==> config.mk <==
export PLATFORM = sky130hd
export DESIGN_NAME = sdram_req_arbiter
export DESIGN_NICKNAME = d
export VERILOG_FILES = /design/src/rtl/sdram_req_arbiter.sv
export SDC_FILE = /design/constraint.sdc
export NUM_CORES = 1
export LEC_CHECK = 0
export ABC_AREA = 1
export CAP_MARGIN = 20
export CORE_MARGIN = 2
export CORE_UTILIZATION = 45
export CTS_BUF_LIST = sky130_fd_sc_hd__clkbuf_4 sky130_fd_sc_hd__clkbuf_8
export CTS_CLUSTER_DIAMETER = 80
export DETAILED_ROUTE_END_ITERATION = 12
export PLACE_DENSITY = 0.76
export SLEW_MARGIN = 20
export SYNTH_ARGS = -nofsm -noshare
export SYNTH_HDL_FRONTEND = slang
export SYNTH_SLANG_ARGS = --single-unit
==> constraint.sdc <==
create_clock -name clk -period 4.6 [get_ports clk]
set_input_delay 0.69 -clock clk [delete_from_list [all_inputs] [get_ports clk]]
set_output_delay 0.69 -clock clk [all_outputs]
set_load 0.05 [all_outputs]
==> src/rtl/sdram_req_arbiter.sv <==
// Round-robin arbiter that funnels N_CH byte-wide client channels onto one
// 16-bit SDRAM port using a toggle handshake. Each channel has a request slot, and each access has a timeout.
module sdram_req_arbiter #(
    parameter int N_CH    = 2,
    parameter int AW      = 24,
    parameter int TIMEOUT = 255
) (
    input  logic                clk,
    input  logic                reset_n,
    input  logic [N_CH-1:0]     ch_cs,
    input  logic [N_CH-1:0]     ch_oe,
    input  logic [N_CH-1:0]     ch_we,
    input  logic [N_CH*AW-1:0]  ch_a,
    input  logic [N_CH*8-1:0]   ch_d,
    output logic [N_CH*8-1:0]   ch_q,
    output logic [N_CH-1:0]     ch_busy,
    output logic                mem_req,
    input  logic                mem_ack,
    output logic [AW-2:0]       mem_a,
    output logic [1:0]          mem_ds,
    output logic                mem_we,
    output logic [15:0]         mem_d,
    input  logic [15:0]         mem_q,
    output logic                timeout_err,
    output logic                dbg_state
);

    // Handshake: an access is outstanding while mem_req != mem_ack. The SDRAM side
    // completes it by making mem_ack equal to mem_req, and mem_q is valid in that same cycle.
    typedef enum logic {IDLE = 1'b0, WAIT = 1'b1} state_t;

    localparam int CW = (N_CH > 1) ? $clog2(N_CH) : 1;

    state_t          state, state_next;
    logic [N_CH-1:0] rd_now, wr_now, trig;
    logic [N_CH-1:0] prev_rd, prev_wr, pend, repend, slot_we;
    logic [AW-1:0]   prev_a [N_CH];
    logic [AW-1:0]   slot_a [N_CH];
    logic [7:0]      slot_d [N_CH];
    logic [CW-1:0]   rr_ptr, grant, pick;
    logic [CW:0]     sum;
    logic            pick_valid, cur_odd;
    logic [9:0]      cnt;
    logic            acked, do_grant, do_done, do_abort;

    assign acked     = (mem_ack == mem_req);
    assign dbg_state = (state == WAIT);

    always_comb begin
        rd_now  = '0;
        wr_now  = '0;
        trig    = '0;
        ch_busy = '0;
        for (int i = 0; i < N_CH; i++) begin
            rd_now[i]  = ch_cs[i] & ch_oe[i];
            wr_now[i]  = ch_cs[i] & ch_we[i];
            trig[i]    = (rd_now[i] & ~prev_rd[i]) | (wr_now[i] & ~prev_wr[i])
                       | (rd_now[i] & (ch_a[i*AW +: AW] != prev_a[i]));
            ch_busy[i] = pend[i] | ((state == WAIT) && (grant == CW'(i)));
        end
    end

    // Scan downward so the lowest offset from rr_ptr wins.
    always_comb begin
        pick       = '0;
        pick_valid = 1'b0;
        sum        = '0;
        for (int k = N_CH - 1; k >= 0; k--) begin
            sum = {1'b0, rr_ptr} + (CW+1)'(k);
            if (sum >= (CW+1)'(N_CH)) sum = sum - (CW+1)'(N_CH);
            if (pend[sum[CW-1:0]]) begin
                pick       = sum[CW-1:0];
                pick_valid = 1'b1;
            end
        end
    end

    // Issue is also gated on acked, so a timed-out access resynchronises the toggle pair first.
    always_comb begin
        state_next = state;
        do_grant   = 1'b0;
        do_done    = 1'b0;
        do_abort   = 1'b0;
        case (state)
            IDLE: begin
                if (pick_valid && acked) begin
                    do_grant   = 1'b1;
                    state_next = WAIT;
                end
            end
            WAIT: begin
                if (acked) begin
                    do_done    = 1'b1;
                    state_next = IDLE;
                end else if (cnt == 10'(TIMEOUT - 1)) begin
                    do_abort   = 1'b1;
                    state_next = IDLE;
                end
            end
            default: state_next = IDLE;
        endcase
    end

    always_ff @(posedge clk or negedge reset_n) begin
        if (!reset_n) state <= IDLE;
        else          state <= state_next;
    end

    always_ff @(posedge clk or negedge reset_n) begin
        if (!reset_n) begin
            prev_rd     <= '0;
            prev_wr     <= '0;
            pend        <= '0;
            repend      <= '0;
            slot_we     <= '0;
            rr_ptr      <= '0;
            grant       <= '0;
            cur_odd     <= 1'b0;
            cnt         <= '0;
            mem_req     <= 1'b0;
            mem_a       <= '0;
            mem_ds      <= '0;
            mem_we      <= 1'b0;
            mem_d       <= '0;
            ch_q        <= '0;
            timeout_err <= 1'b0;
            for (int i = 0; i < N_CH; i++) begin
                prev_a[i] <= '0;
                slot_a[i] <= '0;
                slot_d[i] <= '0;
            end
        end else begin
            prev_rd <= rd_now;
            prev_wr <= wr_now;
            for (int i = 0; i < N_CH; i++) begin
                prev_a[i] <= ch_a[i*AW +: AW];
                if (trig[i]) begin
                    slot_a[i]  <= ch_a[i*AW +: AW];
                    slot_d[i]  <= ch_d[i*8 +: 8];
                    slot_we[i] <= wr_now[i] & ~rd_now[i];
                end
                // A channel being granted on this edge already counts as in flight.
                if (trig[i]) begin
                    pend[i]   <= 1'b1;
                    repend[i] <= (((state == WAIT) && (grant == CW'(i))) ||
                                  (do_grant && (pick == CW'(i))))
                               && !((do_done || do_abort) && (grant == CW'(i)));
                end else if ((do_done || do_abort) && (grant == CW'(i))) begin
                    pend[i]   <= do_done & repend[i];
                    repend[i] <= 1'b0;
                end
                if (do_done && !mem_we && (grant == CW'(i)))
                    ch_q[i*8 +: 8] <= cur_odd ? mem_q[15:8] : mem_q[7:0];
            end

            if (do_grant) begin
                grant   <= pick;
                rr_ptr  <= (pick == CW'(N_CH - 1)) ? '0 : pick + 1'b1;
                mem_req <= ~mem_req;
                mem_a   <= slot_a[pick][AW-1:1];
                cur_odd <= slot_a[pick][0];
                mem_we  <= slot_we[pick];
                mem_d   <= {slot_d[pick], slot_d[pick]};
                mem_ds  <= !slot_we[pick] ? 2'b11 : (slot_a[pick][0] ? 2'b10 : 2'b01);
                cnt     <= '0;
            end else if (state == WAIT && !do_done && !do_abort) begin
                cnt <= cnt + 10'd1;
            end

            if (do_abort) timeout_err <= 1'b1;
        end
    end

endmodule
# Word-level counts from Yosys, hierarchy flattened
# Index checks and enable logic that the tools add are counted.
dict set report classes {
  n_div 0
  n_mul 0
  n_shift 0
  eq_ne 4
  add_sub_neg 5
  n_reduce_logical 25
  bitwise_logic 31
  muxes 42
  order_cmp 6
}
# op n
set op_table {}
lappend op_table {{24-bit 2-to-1 mux} 3}
lappend op_table {{24-bit != test} 2}
lappend op_table {{8-bit 2-to-1 mux} 4}
lappend op_table {{1-bit 2-to-1 mux} 30}
lappend op_table {{10-bit 2-to-1 mux} 2}
lappend op_table {{1-bit AND} 14}
lappend op_table {{1-bit logical AND} 14}
lappend op_table {{10-bit by 1-bit adder with 10-bit output, second input constant} 1}
lappend op_table {{10-bit by 8-bit equality test with 1-bit output, second input constant} 1}
lappend op_table {{1-bit inverter} 10}
lappend op_table {{1-bit by 2-bit less-than comparator with 1-bit output, second input constant} 3}
lappend op_table {{1-bit OR} 6}
lappend op_table {{2-bit nonzero test} 3}
lappend op_table {{1-bit logical NOT} 5}
lappend op_table {{2-bit greater-or-equal comparator, second input constant} 2}
lappend op_table {{2-bit 2-to-1 mux} 2}
lappend op_table {{1-bit logical OR} 3}
lappend op_table {{1-bit by 1-bit adder with 2-bit output, second input constant} 1}
lappend op_table {{1-bit by 2-bit greater-or-equal comparator with 1-bit output, second input constant} 1}
lappend op_table {{1-bit inverter with 2-bit output} 1}
lappend op_table {{1-bit one-hot mux with 2 select lines} 1}
lappend op_table {{1-bit subtractor, second input constant} 2}
lappend op_table {{1-bit adder, second input constant} 1}
lappend op_table {{1-bit equality test} 1}
dict set report word_totals {
  elab_cells 140
  latch_bits 0
  mem_bits_rw 0
  memories 0
  input_bits 89
  regBits 196
  rom_bits 0
}

# Logic depth before layout (Yosys ltp)
dict set report depth {
  ltp_word 14
  depth_mapped 14
  ltp_nobuf 12
}

# Worst setup path after synthesis
# No wires, ideal clock.
dict set report synth_path {
  path_type {register to output}
  from {register state, in the netlist dbg_state}
  to {output ch_busy[1]}
  stages_incl_launch_ff 3
  setup_slack_ps 1946
  n_path_buf 0
  t_arrival_ps 1964
  path_cell_list {dfrtp_1 -> inv_1 -> o21ai_0}
}
dict set report synth_between {
  elab_chain_len 2
}
# element line
set synth_rtl {}
lappend synth_rtl {{start, declared} 34} ;# state_t state, state_next;
lappend synth_rtl {{start signal, assigned} 106} ;# else state <= state_next;
lappend synth_rtl {{1-bit logical AND} 59} ;# ch_busy[i] = pend[i] | ((state == WAIT) && (grant == CW'(i)));
lappend synth_rtl {{1-bit OR} 59}
lappend synth_rtl {{end, declared} 16} ;# output logic [N_CH-1:0] ch_busy,
# No other way between the ends.

# Final worst setup path
dict set report layout_path {
  from {input ch_a[42]}
  to {register slot_a[7] (netlist name)}
}
dict set report layout_between {
  elab_chain_len 3
}
# element line
set layout_rtl {}
lappend layout_rtl {{start, declared} 13} ;# input logic [N_CH*AW-1:0] ch_a,
lappend layout_rtl {{24-bit != test} 58} ;# | (rd_now[i] & (ch_a[i*AW +: AW] != prev_a[i]));
lappend layout_rtl {{1-bit AND} 58}
lappend layout_rtl {{1-bit OR} 58}
lappend layout_rtl {{end signal, assigned by index} 138} ;# slot_a[i] <= ch_a[i*AW +: AW];
lappend layout_rtl {{end, declared} 38} ;# logic [AW-1:0] slot_a [N_CH];
# No other way between the ends.
# A chain may end at the register's enable or synchronous reset.

==> flow_metrics.py <==
metrics = {
    "clock_network": {
        "cts_hold_buf": 0,
        "clk_pin_slew_ns": 0.09,
        "cts_tree": "done",
        "clk_path_buf_depth": 2,
        "insertion_delay_ns": 0.47,
        "htree_levels": 4,
        "post_cts_resized": 0,
        "post-cts-setup-buffer-count": 0,
        "cts_buffers": 17,
        "clock-sinks": 188,
        "cts_root_buf": "clkbuf_8",
    },
    "worst_setup_path": {
        "path_common_cell": "nand2_1",
        "critPathKind": "primary input to flop",
        "critical_path.top_delay_family": "simple AND/OR/NAND/NOR gates",
        "crit_path_end_kind": "flop",
        "crit_arrival_ns": 3.17,
        "cp.required_ns": 4.91,
        "crit_path_top_delay_cell": "nand2_2",
        "start_kind": "primary input",
        "worst-path-buf-inv": 3,
        "crit_fanout": 55,
        "cp_cell_sequence": "clkdlybuf4s50_1, inv_1, nand2_1, nand2_1, inv_1, nand2_1, nor2_1, nand2_1, nor2_1, nand2_1, nand2_2, o21ai_0",
        "max_stage_delay_ns": 0.83,
    },
    "route": {
        "drc": 0,
        "wl_um": 19100,
        "drt-wirelength-per-cell_um": 14.9,
        "dr.pass1.iters": 5,
        "avgViaCountPerCell": 4.96,
        "vias": 6368,
        "drtIter0Drc": 338,
        "antenna_left": 0,
    },
    "finish": {
        "stdcell_count": 1285,
        "synthToLayoutAreaGrowth_pct": 25.5,
        "nNetsFinal": 1134,
        "final_common_cell": "nand2_1",
        "diodes": 0,
        "drive_gt1_share_pct": 6.72,
        "layout_common_cells": "nand2_1, dfrtp_1, clkdlybuf4s50_1, inv_1, nand3_1",
        "fillers": 1581,
        "fin_util_pct": 57.2,
    },
    "timing": {
        "rsz0062_at_grt": "no",
        "fmax_mhz": 350,
        "worstMarginPinSlew_ns": 1.03,
        "max_slew_margin_pct": 31.3,
        "period_minus_slack_ns": 2.85,
        "slew_violations": 0,
        "hold_ws_ns": 0.309,
        "hold_viol_final": 0,
        "clock_skew_ns": 0.0166,
        "setup-tns-final_ns": 0,
        "finalSetupViolations": 0,
        "fin_crit_sh_pct": 62.0,
    },
    "global_route": {
        "grtUsageTotal_pct": 20.9,
        "grt_pass1_vias": 6361,
        "gr-total-overflow": 0,
        "antenna_found_initial": 0,
        "grt_pass1_wl_um": 31900,
        "grt_max_degree": 106,
    },
    "placed_design": {
        "dp_hpwl_um": 13900,
        "dp_cells": 1253,
        "place.port_buffers": 151,
        "place_congestion": 0.847,
    },
    "synthesis": {
        "synth-seq-area-share_pct": 57.9,
        "synth_seq_cells": 188,
        "yosysUniqueCellTypes": 31,
        "yosysWarnings": 0,
        "syn_avg_cell_area_um2": 8.98,
        "syn_nets": 996,
        "postSynthCellCount": 905,
        "syn-cell-area_um2": 8130,
    },
    "floorplanning": {
        "dieWidth_um": 138,
        "start_util_pct": 45.6,
        "rows": 49,
        "io_pins": 152,
        "die_y_um": 138,
        "die_area_um2": 19200,
        "coreArea_um2": 17800,
    },
    "outcome": {
        "status": "finished, final reports clean",
    },
    "job": {
        "maxCapViolCount": 0,
    },
    "power_and_ir_drop": {
        "vdd_ir_drop_max_v": 0.000487,
        "p_leak_uw": 0.00493,
        "power.density_nw_per_um2": 594,
    },
    "worst_hold_path": {
        "hold_path.class": "primary input to asynchronous set/reset pin",
    },
}
[cells by family after synthesis]
group | after synthesis | synth area share [%]
muxes | 17 | 2.34
buffers and inverters | 166 | 8.93
and+or+nand+nor | 412 | 21.1
DFF | 188 | 57.9
adders and majority gates | 2 | 0.308
xor gates and xnor gates | 18 | 2.03
AOI/OAI and AO/OA | 102 | 7.45
[synth_stat cells, drive strengths merged]
master | count | area, um^2
a21oi | 7 | 38.8
buf | 29 | 210
clkbuf | 13 | 50.0
dfrtp | 188 | 4700
ha | 2 | 25.0
inv | 124 | 465
mux2 | 16 | 180
mux2i | 1 | 10.0
nand2 | 284 | 1070
nand3 | 79 | 395
nand4 | 7 | 43.8
nor2 | 34 | 130
nor3 | 7 | 67.6
o211ai | 33 | 248
o21a | 2 | 15.0
o21ai | 60 | 304
or2 | 1 | 6.26
xnor2 | 12 | 113
xor2 | 6 | 52.6
[area by class of cell]
class / instances / area (um^2) / area share, %
Clock buffer: 19 / 255 / 2.50
Inverter: 124 / 465 / 4.56
Sequential cell: 188 / 4700 / 46.1
Multi-Input combinational cell: 551 / 2710 / 26.6
Timing Repair Buffer: 161 / 1590 / 15.6
Clock inverter: 13 / 189 / 1.85
Tap cell: 229 / 287 / 2.81
[power by group]
part	internal [uW]	total [uW]	switching, uW
registers	2010	2260	255
clock network	618	1210	597
logic	857	2580	1720
[worst paths after layout]
kind,start,endpoint,slack [ns],depth (start not counted)
worst max-delay path,ch_a[42],slot_a[7]$_DFFE_PN0P_,1.75,12
worst min-delay path,reset_n,cnt[5]$_DFFE_PN0P_,0.31,1
worst max register to register,prev_a[3]$_DFF_PN0_,slot_a[7]$_DFFE_PN0P_,2.11,8
worst min register to register,timeout_err$_DFFE_PN0N_,timeout_err$_DFFE_PN0N_,0.47,2
max in group asynchronous,reset_n,mem_a[13]$_DFFE_PN0N_,3.31,2
min in group clk,timeout_err$_DFFE_PN0N_,timeout_err$_DFFE_PN0N_,0.47,2
[layer usage]
metal | track usage (%) | share of wire (%) | wire, um
met5 | 0 | 0 | 0
met4 | 9.08 | 3.0 | 573
met3 | 4.12 | 4.6 | 884
met2 | 34.4 | 49 | 9330
met1 | 27.1 | 43 | 8300
[sequential cells by signal, summed over array words and instances, names as in the netlist, 8 cells and up]
name / flops
mem_a: 23
ch_q: 16
cnt: 10
slot_d: 16
mem_d: 8
slot_a: 48
prev_a: 48
[worst reg2reg max path, cell delays in order, from the launching register on]
cell     delay (ns)
dfrtp_1        0.39
xnor2_1        0.19
nand2_1        0.08
nor2_1         0.10
nand2_1        0.06
nor2_1         0.11
nand2_1        0.35
nand2_2        0.84
o21ai_0        0.22
[stage by stage]
stage | instance area (um^2) | power [uW] | setup slack, ns
3_5_place_dp | 9750 | 4890 | 1.26
4_1_cts | 10200 | 6100 | 1.77
6_report | 10200 | 6060 | 1.75
5_1_grt | 10200 | 6380 | 1.41
3_3_place_gp | 9750 | 4850 | 1.36
2_1_floorplan | 8130 | 4050 | 1.95
Power figures use the tool's default switching activity.
